===== config.mk =====
export PLATFORM = sky130hd
export DESIGN_NAME = sfif_rx_capture_ctrl
export DESIGN_NICKNAME = d
export VERILOG_FILES = /design/src/rtl/sfif_pkg.sv /design/src/rtl/sfif_wr_window.sv /design/src/rtl/sfif_rx_capture_ctrl.sv
export SDC_FILE = /design/constraint.sdc
export NUM_CORES = 1
export LEC_CHECK = 0
export ABC_AREA = 0
export CAP_MARGIN = 20
export CORE_UTILIZATION = 50
export CTS_CLUSTER_DIAMETER = 60
export CTS_CLUSTER_SIZE = 40
export DETAILED_ROUTE_END_ITERATION = 8
export MAX_ROUTING_LAYER = met4
export PLACE_DENSITY = 0.78
export SLEW_MARGIN = 20
export SYNTH_ARGS = -nofsm -noshare
export SYNTH_HDL_FRONTEND = slang
export SYNTH_SLANG_ARGS = --single-unit
export TNS_END_PERCENT = 50

===== constraint.sdc =====
create_clock -name clk_125 -period 3.3 [get_ports clk_125]
set_input_delay 0.66 -clock clk_125 [delete_from_list [all_inputs] [get_ports clk_125]]
set_output_delay 0.66 -clock clk_125 [all_outputs]
set_load 0.03 [all_outputs]

===== src/rtl/sfif_pkg.sv =====
// Shared constants and FSM state type for the SFIF RX capture write-side sequencer.
package sfif_pkg;

   localparam int ADDR_W    = 11;
   localparam int MIN_ROOM  = 8;
   localparam int CNT_W     = 16;
   localparam int BUF_DEPTH = 2 ** ADDR_W;

   typedef enum logic [2:0] {
      IDLE,
      ARMED,
      CAPTURE,
      DRAIN,
      DONE
   } sfif_state_e;

endpackage


===== src/rtl/sfif_wr_window.sv =====
// Start/end pipeline that opens the buffer write window one cycle after an admitted
// start and closes it two cycles after the matching end (timestamp + payload pipeline).
module sfif_wr_window
   import sfif_pkg::*;
(
   input  logic clk_125,
   input  logic rstn,
   input  logic start,
   input  logic tlp_end,
   output logic win,
   output logic close
);

   logic       in_tlp;
   logic       pend;
   logic [1:0] end_sr;
   logic       end_ok;

   // Only ends that belong to an admitted TLP enter the close pipeline.
   assign end_ok = tlp_end & (in_tlp | start);
   assign close  = win & end_sr[1];

   always_ff @(posedge clk_125 or negedge rstn) begin
      if (!rstn) begin
         in_tlp <= 1'b0;
         pend   <= 1'b0;
         end_sr <= 2'b00;
         win    <= 1'b0;
      end else begin
         end_sr <= {end_sr[0], end_ok};

         if (start)
            in_tlp <= ~tlp_end;
         else if (tlp_end)
            in_tlp <= 1'b0;

         // A start that lands while the previous close is still in flight
         // must keep the window open when that close arrives.
         if (close)
            pend <= 1'b0;
         else if (start && (end_sr != 2'b00))
            pend <= 1'b1;

         if (start)
            win <= 1'b1;
         else if (close)
            win <= pend;
      end
   end

endmodule


===== src/rtl/sfif_rx_capture_ctrl.sv =====
// Capture-session sequencer: arms a session, admits or drops TLPs, drives the
// capture buffer write enable/address and reports session status.
module sfif_rx_capture_ctrl #(
   parameter int ADDR_W   = sfif_pkg::ADDR_W,
   parameter int MIN_ROOM = sfif_pkg::MIN_ROOM,
   parameter int CNT_W    = sfif_pkg::CNT_W
) (
   input  logic                  clk_125,
   input  logic                  rstn,
   input  logic                  arm,
   input  logic                  abort,
   input  logic [CNT_W-1:0]      tlp_limit,
   input  logic                  rx64_st,
   input  logic                  rx64_end,
   input  logic                  rx64_filter,
   output logic                  wren,
   output logic [ADDR_W-1:0]     wr_addr,
   output logic                  capturing,
   output logic                  done,
   output logic                  overflow,
   output logic [CNT_W-1:0]      tlp_count,
   output logic [CNT_W-1:0]      drop_count,
   output sfif_pkg::sfif_state_e fsm_state
);
   import sfif_pkg::*;

   localparam int                DEPTH    = 2 ** ADDR_W;
   localparam logic [ADDR_W:0]   ROOM_LIM = (ADDR_W + 1)'(DEPTH - MIN_ROOM);
   localparam logic [ADDR_W-1:0] ADDR_MAX = '1;
   localparam logic [CNT_W-1:0]  CNT_MAX  = '1;

   sfif_state_e      state, state_nxt;
   logic [CNT_W-1:0] adm_count;
   logic             admit_zone, limit_ok, limit_hit, room_ok, at_max;
   logic             st_seen, st_filt, st_refuse, st_adm, arm_go;
   logic             win, close;

   assign admit_zone = (state == ARMED) || (state == CAPTURE);
   assign limit_ok   = (tlp_limit == '0) || (adm_count < tlp_limit);
   assign limit_hit  = (tlp_limit != '0) && (tlp_count >= tlp_limit);
   assign room_ok    = ({1'b0, wr_addr} <= ROOM_LIM);
   assign at_max     = (wr_addr == ADDR_MAX);

   // Starts beyond the TLP limit are ignored outright, not counted as drops.
   assign st_seen   = rx64_st & admit_zone & ~abort & limit_ok;
   assign st_filt   = st_seen & rx64_filter;
   assign st_refuse = st_seen & ~rx64_filter & ~room_ok;
   assign st_adm    = st_seen & ~rx64_filter & room_ok;
   assign arm_go    = arm & ((state == IDLE) || (state == DONE));

   assign wren      = win & ~at_max;
   assign capturing = admit_zone;
   assign fsm_state = state;

   sfif_wr_window u_wr_window (
      .clk_125 (clk_125),
      .rstn    (rstn),
      .start   (st_adm),
      .tlp_end (rx64_end),
      .win     (win),
      .close   (close)
   );

   always_comb begin
      state_nxt = state;
      case (state)
         IDLE:    if (arm) state_nxt = ARMED;
         ARMED: begin
            if (abort)          state_nxt = IDLE;
            else if (st_adm)    state_nxt = CAPTURE;
            else if (st_refuse) state_nxt = DRAIN;
         end
         CAPTURE: if (abort || st_refuse || limit_hit) state_nxt = DRAIN;
         DRAIN:   if (!win) state_nxt = DONE;
         DONE:    if (arm) state_nxt = ARMED;
         default: state_nxt = IDLE;
      endcase
   end

   always_ff @(posedge clk_125 or negedge rstn) begin
      if (!rstn)
         state <= IDLE;
      else
         state <= state_nxt;
   end

   always_ff @(posedge clk_125 or negedge rstn) begin
      if (!rstn) begin
         wr_addr    <= '0;
         tlp_count  <= '0;
         drop_count <= '0;
         adm_count  <= '0;
         done       <= 1'b0;
         overflow   <= 1'b0;
      end else if (arm_go) begin
         wr_addr    <= '0;
         tlp_count  <= '0;
         drop_count <= '0;
         adm_count  <= '0;
         done       <= 1'b0;
         overflow   <= 1'b0;
      end else begin
         if (wren)
            wr_addr <= wr_addr + ADDR_W'(1);
         if (close && (tlp_count != CNT_MAX))
            tlp_count <= tlp_count + CNT_W'(1);
         if ((st_filt || st_refuse) && (drop_count != CNT_MAX))
            drop_count <= drop_count + CNT_W'(1);
         if (st_adm && (adm_count != CNT_MAX))
            adm_count <= adm_count + CNT_W'(1);
         // A write attempted at the last address is inhibited and flagged.
         if (st_refuse || (win && at_max))
            overflow <= 1'b1;
         if ((state == DRAIN) && !win)
            done <= 1'b1;
      end
   end

endmodule


Yosys cells after proc, flatten, opt, wreduce, memory -nomap -nowiden
Index checks and enable logic that the tools add are counted.
{ "word_totals": {"register_bits": 69, "input_bits": 23, "out_inout_bits": 50, "elab_cells": 102} }
{ "classes": {"addsub": 4, "n_lt_le_gt_ge": 3, "eq_ne": 12, "mux": 25, "bitwise_logic": 17, "reduce_logical": 30} }
{ "op_table": {"columns": ["operator", "count"], "rows": [
  ["$mux 16", 6],
  ["$add 16x1->16 const B", 3],
  ["$ne 16x16->1 const B", 3],
  ["$mux 11", 2],
  ["$reduce_bool 2->1", 10],
  ["$mux 3", 6],
  ["$ge 16x16->1", 1],
  ["$logic_not 16->1", 1],
  ["$lt 16x16->1", 1],
  ["$reduce_bool 16->1", 1],
  ["$pmux 3 s4", 1],
  ["$add 11x1->11 const B", 1],
  ["$and 1x1->1", 11],
  ["$eq 11x11->1 const B", 1],
  ["$le 11x11->1 const B", 1],
  ["$mux 1", 10],
  ["$logic_and 1x1->1", 7],
  ["$logic_or 1x1->1", 7],
  ["$eq 3x2->1 const B", 2],
  ["$not 1->1", 5],
  ["$ne 2x1->1 const B", 2],
  ["$ne 4x4->1 const B", 1],
  ["$reduce_and 4->1", 1],
  ["$eq 3x1->1 const B", 1],
  ["6 further kinds", 6]
]} }

Longest topological paths before layout
{ "depth": {"ltp_word": 11, "depth_mapped": 12, "mapped_depth_nobuf": 10} }

Modules after synthesis
A second synthesis with hierarchy kept.
{ "unflattened": {"cells_unflattened": 479, "area_unflattened_um2": 4290.4} }
{ "by_module_without_submodules": {"columns": ["mod", "n_inst", "cells_each", "area_each_um2"], "rows": [
  ["sfif_rx_capture_ctrl", 1, 465, 4115.2],
  ["sfif_wr_window", 1, 14, 175.2]
]} }

Worst setup path after synthesis
No wires, ideal clock.
{ "synth_timing": {"kind": "in2reg", "startpoint": "input port tlp_limit[15]", "endpoint": "register adm_count[14]", "setup_time_ns": 0.132, "arrival_ns": 2.987, "required_time_ns": 3.168, "setup_slack_ns": 0.181, "stages": 12, "path_buffers": 2, "path_cell_list": "inv_1 > ha_1 > nand4_1 > or3_1 > or4_1 > a31oi_2 > or3_1 > buf_2 > buf_4 > nor3_1 > xnor2_1 > nor2_1"} }
{ "synth_via": {"elab_chain_cells": 7, "word_cells_on_any_way": 8} }
{ "synth_lines": {"columns": ["item", "line_no", "source"], "rows": [
  ["start, declared", "sfif_rx_capture_ctrl.sv:12", "input logic [CNT_W-1:0] tlp_limit,"],
  ["$lt 16x16->1 / $logic_not 16->1 (equally long branches)", "sfif_rx_capture_ctrl.sv:39", "assign limit_ok = (tlp_limit == '0) || (adm_count < tlp_limit);"],
  ["$logic_or 1x1->1 *", "sfif_rx_capture_ctrl.sv:39", null],
  ["$and 1x1->1 *", "sfif_rx_capture_ctrl.sv:45", "assign st_seen = rx64_st & admit_zone & ~abort & limit_ok;"],
  ["$and 1x1->1 * (2 in a row)", "sfif_rx_capture_ctrl.sv:48", "assign st_adm = st_seen & ~rx64_filter & room_ok;"],
  ["$logic_and 1x1->1 *", "sfif_rx_capture_ctrl.sv:109", "if (st_adm && (adm_count != CNT_MAX))"],
  ["$reduce_bool 2->1 (no source line) *", null, null],
  ["end signal, assigned", "sfif_rx_capture_ctrl.sv:110", "adm_count <= adm_count + CNT_W'(1);"],
  ["end, declared", "sfif_rx_capture_ctrl.sv:33", "logic [CNT_W-1:0] adm_count;"]
]} }
Mark *: on every way between the ends. The rest lies on a longest branch, timed or not.
A chain may end at the register's enable or synchronous reset.

Worst setup path in the final report
{ "layout_timing": {"startpoint": "input port tlp_limit[13]", "endpoint": "register state[0] (netlist: fsm_state[0])"} }
{ "layout_via": {"elab_chain_cells": 9, "word_cells_on_any_way": 18} }
{ "layout_lines": {"columns": ["item", "line_no", "source"], "rows": [
  ["$lt 16x16->1 / $logic_not 16->1 (equally long branches)", "sfif_rx_capture_ctrl.sv:39", null],
  ["$logic_or 1x1->1", "sfif_rx_capture_ctrl.sv:39", null],
  ["$and 1x1->1", "sfif_rx_capture_ctrl.sv:45", null],
  ["$and 1x1->1", "sfif_rx_capture_ctrl.sv:47, sfif_rx_capture_ctrl.sv:48", null],
  ["$and 1x1->1", "sfif_rx_capture_ctrl.sv:47", "assign st_refuse = st_seen & ~rx64_filter & ~room_ok;"],
  ["$logic_or 1x1->1 (2 in a row)", "sfif_rx_capture_ctrl.sv:73", "CAPTURE: if (abort || st_refuse || limit_hit) state_nxt = DRAIN;"],
  ["$ne 2x1->1 (no source line)", null, null],
  ["$reduce_and 4->1 (no source line)", null, null],
  ["end signal, assigned", "sfif_rx_capture_ctrl.sv:84", "state <= state_nxt;"],
  ["end, declared", "sfif_rx_capture_ctrl.sv:32", "sfif_state_e state, state_nxt;"]
]} }
Parallel ways exist; a longest one is shown, timed or not.

==> impl_metrics.tcl <==
set metrics [dict create \
    status "finished, final reports clean" \
    place_worst_setup_slack_ps -317.6 \
    final_nets 619 \
    slowest_stage "or4_4" \
    timing.final.ws_setup_ps 73.75 \
    synth-edff-count 0 \
    grt_antenna_before_repair 0 \
    place_congestion 1.042 \
    pwr-share-seq_pct 38.7 \
    switching_share_pct 36.44 \
    slew_headroom_pct 52.15 \
    rows 32 \
    min_period_over_period_pct 97.77 \
    drc 0 \
    io_buffers 72 \
    crit_path_start_kind "primary input" \
    syn_to_final_growth_pct 30.19 \
    clk_pin_slew_ps 80 \
    critPathBufInv 3 \
    crit_end "fsm_state[0]" \
    synth_ff_type "dfrtp_1" \
    wl_per_cell_um 16.00 \
    postCtsSetupBuffers 0 \
    dp.cells 651 \
    worstPathCellList "clkdlybuf4s50_1 > inv_1 > ha_4 > nand4_1 > or3_1 > or4_4 > a31oi_2 > buf_4 > or2_2 > nand2_1 > o211ai_1 > o211ai_1" \
    layout_commonest_cell "clkdlybuf4s50_1" \
    final_cell_mix "clkdlybuf4s50_1 (71), nor2_1 (70), dfrtp_1 (69), nand2_1 (41), ha_1 (34)" \
    worstPathArrival_ps 3440 \
    io-pin-count 73 \
    worstMarginPinSlew_ps 714.4 \
    track_usage_pct 26.44 \
    dr_wl_met3_um 624 \
    cts.htree.levels 3 \
    period_needed_ps 3226 \
    die_h_um 93.23 \
    ir_drop_uv 646.6 \
    cts_buffer_depth 2 \
    n_antenna_cell 0 \
    fmax_mhz 310.0 \
    fin_worst_skew_ps 8.282 \
    crit_path_frequent_cell "o211ai_1" \
    fillers 613 \
    max_stage_delay_ps 560 \
    cts_num_sinks 69 \
    drtAntennaViolNets 0 \
    cts_tree "done" \
    stdcell_count 667 \
    drt_wl_total_um 10670 \
    post_dp_cell_area_um2 5149 \
    cpLargestDelayFamily "simple AND/OR/NAND/NOR gates" \
    powerDensity_nw_per_um2 497.4 \
    cp.depth 12 \
    power_frac_comb_pct 32.6 \
    drive_above_1_share_pct 9.912 \
    routed_via_density 5.684 \
    wl_met1_um 4805 \
    setup_viol 0 \
    ys_seq_area_share_pct 41.49 \
    async_flop_share_pct 100.0 \
    crit_fanout 5 \
    synth.distinct_cells 43 \
    grt_max_degree 42 \
    met2_length_um 5081 \
    path_class "primary input to flip-flop" \
    syn_avg_cell_area_um2 8.911 \
    synth_xor_area_share_pct 9.681 \
    dieWidth_um 93.23 \
    startpoint "tlp_limit[13]" \
    worst-r2r-setup-slack_ps 460 \
    syn_area_um2 4161 \
    ys_ff_latch 69 \
    via_count 3791 \
    yosysWarnings 0 \
    worst_ep_required_time_ps 3510 \
    syn_nets 526 \
    total_power_uw 2695 \
    crit_path_end_kind "flip-flop" \
    grt_pass1_vias 3666 \
    core_um2 7888 \
    p_int_uw 1713 \
    maxCapViolations 0 \
    p_sw_uw 982.0 \
    synth_top_family_by_area "simple AND/OR/NAND/NOR gates" \
    cts_buffers 9 \
    synth.mux.area_fraction_pct 0.4811 \
    grt_pass1_wl_um 17540 \
    drt_iter0_drc 208 \
    synth_compound_area_share_pct 9.050 \
    finalInstanceArea_um2 5418 \
    dr.pass1.iters 5 \
    reg2reg_depth 8 \
    maxUsedRoutingLayer "met4" \
    slew_violations 0 \
    min_path_type "primary input to asynchronous set/reset pin" \
    p_clk_share_pct 28.7 \
    dp_hpwl_um 7762 \
    p_leak_uw 0.002445 \
    yosys.area_share.simple_pct 24.62 \
    syn_inst 467 \
    cts_root_buf "clkbuf_8" \
    dieArea_um2 8692 \
    regToRegEndpoint "adm_count[9]" \
    initial_core_util_pct 52.76 \
    clkLatencyLatePin_ps 340 \
    synth_adder_area_share_pct 10.82 \
    r2r_start "fsm_state[1]" \
    hold_violations 0 \
    overflow 0 \
]
-- kinds of logic (layout without fill, tap and decap cells) --
logic type | count (synthesis) | after routing
DFF | 69 | 69
and+or+nand+nor | 213 | 213
buffers and inverters | 41 | 139
AOI/OAI and AO/OA | 60 | 60
muxes | 2 | 2
adders and majority gates | 36 | 36
xor gates and xnor gates | 46 | 46
-- repair_timing --
action	in CTS	in global routing
hold buffers	0	0
endpoints found under the setup margin	0	27
resized for setup	0	8
-- per-stage QoR --
stage	hold WS (ps)	setup TNS [ps]	utilization [%]
2_1_floorplan	348.8	0	-
3_3_place_gp	376.3	-6016	65.28
3_5_place_dp	381.1	-7194	65.28
4_1_cts	331.0	0	68.10
5_1_grt	350.7	-47.85	68.69
6_report	323.6	0	68.69
-- per-layer routing --
metal | up-vias | global-route usage (%)
met1 | 1822 | 35.37
met4 | 0 | 9.615
met2 | 142 | 40.44
li1 | 1808 | -
met5 | - | -
met3 | 19 | 4.715
-- Yosys cell counts, drive strengths merged, types with 2 or more instances --
cell / number / share of area, %
clkbuf: 9 / 0.81
o21a: 2 / 0.36
nor2: 70 / 6.3
nand4: 18 / 2.7
a21o: 2 / 0.36
or3: 8 / 1.2
o21ai: 11 / 1.3
a31o: 2 / 0.42
nor2b: 3 / 0.45
buf: 4 / 0.51
nand2b: 4 / 0.60
mux2i: 2 / 0.48
nor3: 18 / 2.2
xnor2: 21 / 4.4
and2: 5 / 0.75
dfrtp: 69 / 41
and3: 9 / 1.4
a21oi: 24 / 2.9
xor2: 25 / 5.3
o2111ai: 2 / 0.42
or2: 4 / 0.60
nor4: 9 / 1.5
nand3: 19 / 2.3
o211ai: 3 / 0.54
and4: 3 / 0.63
nand2: 41 / 3.7
ha: 36 / 11
inv: 28 / 2.5
or4: 2 / 0.36
a31oi: 5 / 0.90
-- final cells by class --
type,instances,area [um^2],area share [%]
clock buffer,9,123.9,2.286
sequential,69,1727,31.87
inverter,28,105.1,1.940
tap,102,127.6,2.356
multi-input combinational,357,2322,42.86
clock inverter,7,98.84,1.824
timing repair buffer,95,913.4,16.86
-- power by group through the flow --
| stage | logic [uW] | clock network [uW] | registers (uW) |
|---|---|---|---|
| after global placement | 829 | 0 | 1050 |
| after detailed placement | 850 | 0 | 1050 |
| after global routing | 961 | 831 | 1050 |
| after CTS | 864 | 785 | 1040 |
| final | 879 | 774 | 1040 |
| after floorplan | 423 | 0 | 1120 |
-- registers in the layout (all words and copies together) (netlist names) --
signal,cells
done,1
tlp_count,16
adm_count,16
u_wr_window.in_tlp,1
u_wr_window.win,1
drop_count,16
overflow,1
wr_addr,11
u_wr_window.pend,1
fsm_state,3
u_wr_window.end_sr,2
-- worst min-delay path by stage --
stage | start | endpoint | slack, ps
3_3_place_gp | u_wr_window.end_sr[0] | u_wr_window.end_sr[1] | 380
5_1_grt | rstn | tlp_count[1] | 350
2_1_floorplan | u_wr_window.end_sr[0] | u_wr_window.end_sr[1] | 350
3_5_place_dp | u_wr_window.end_sr[0] | u_wr_window.end_sr[1] | 380
4_1_cts | rstn | tlp_count[0] | 330
6_report | rstn | tlp_count[1] | 320
No activity file was read; power rests on OpenSTA's default activity.
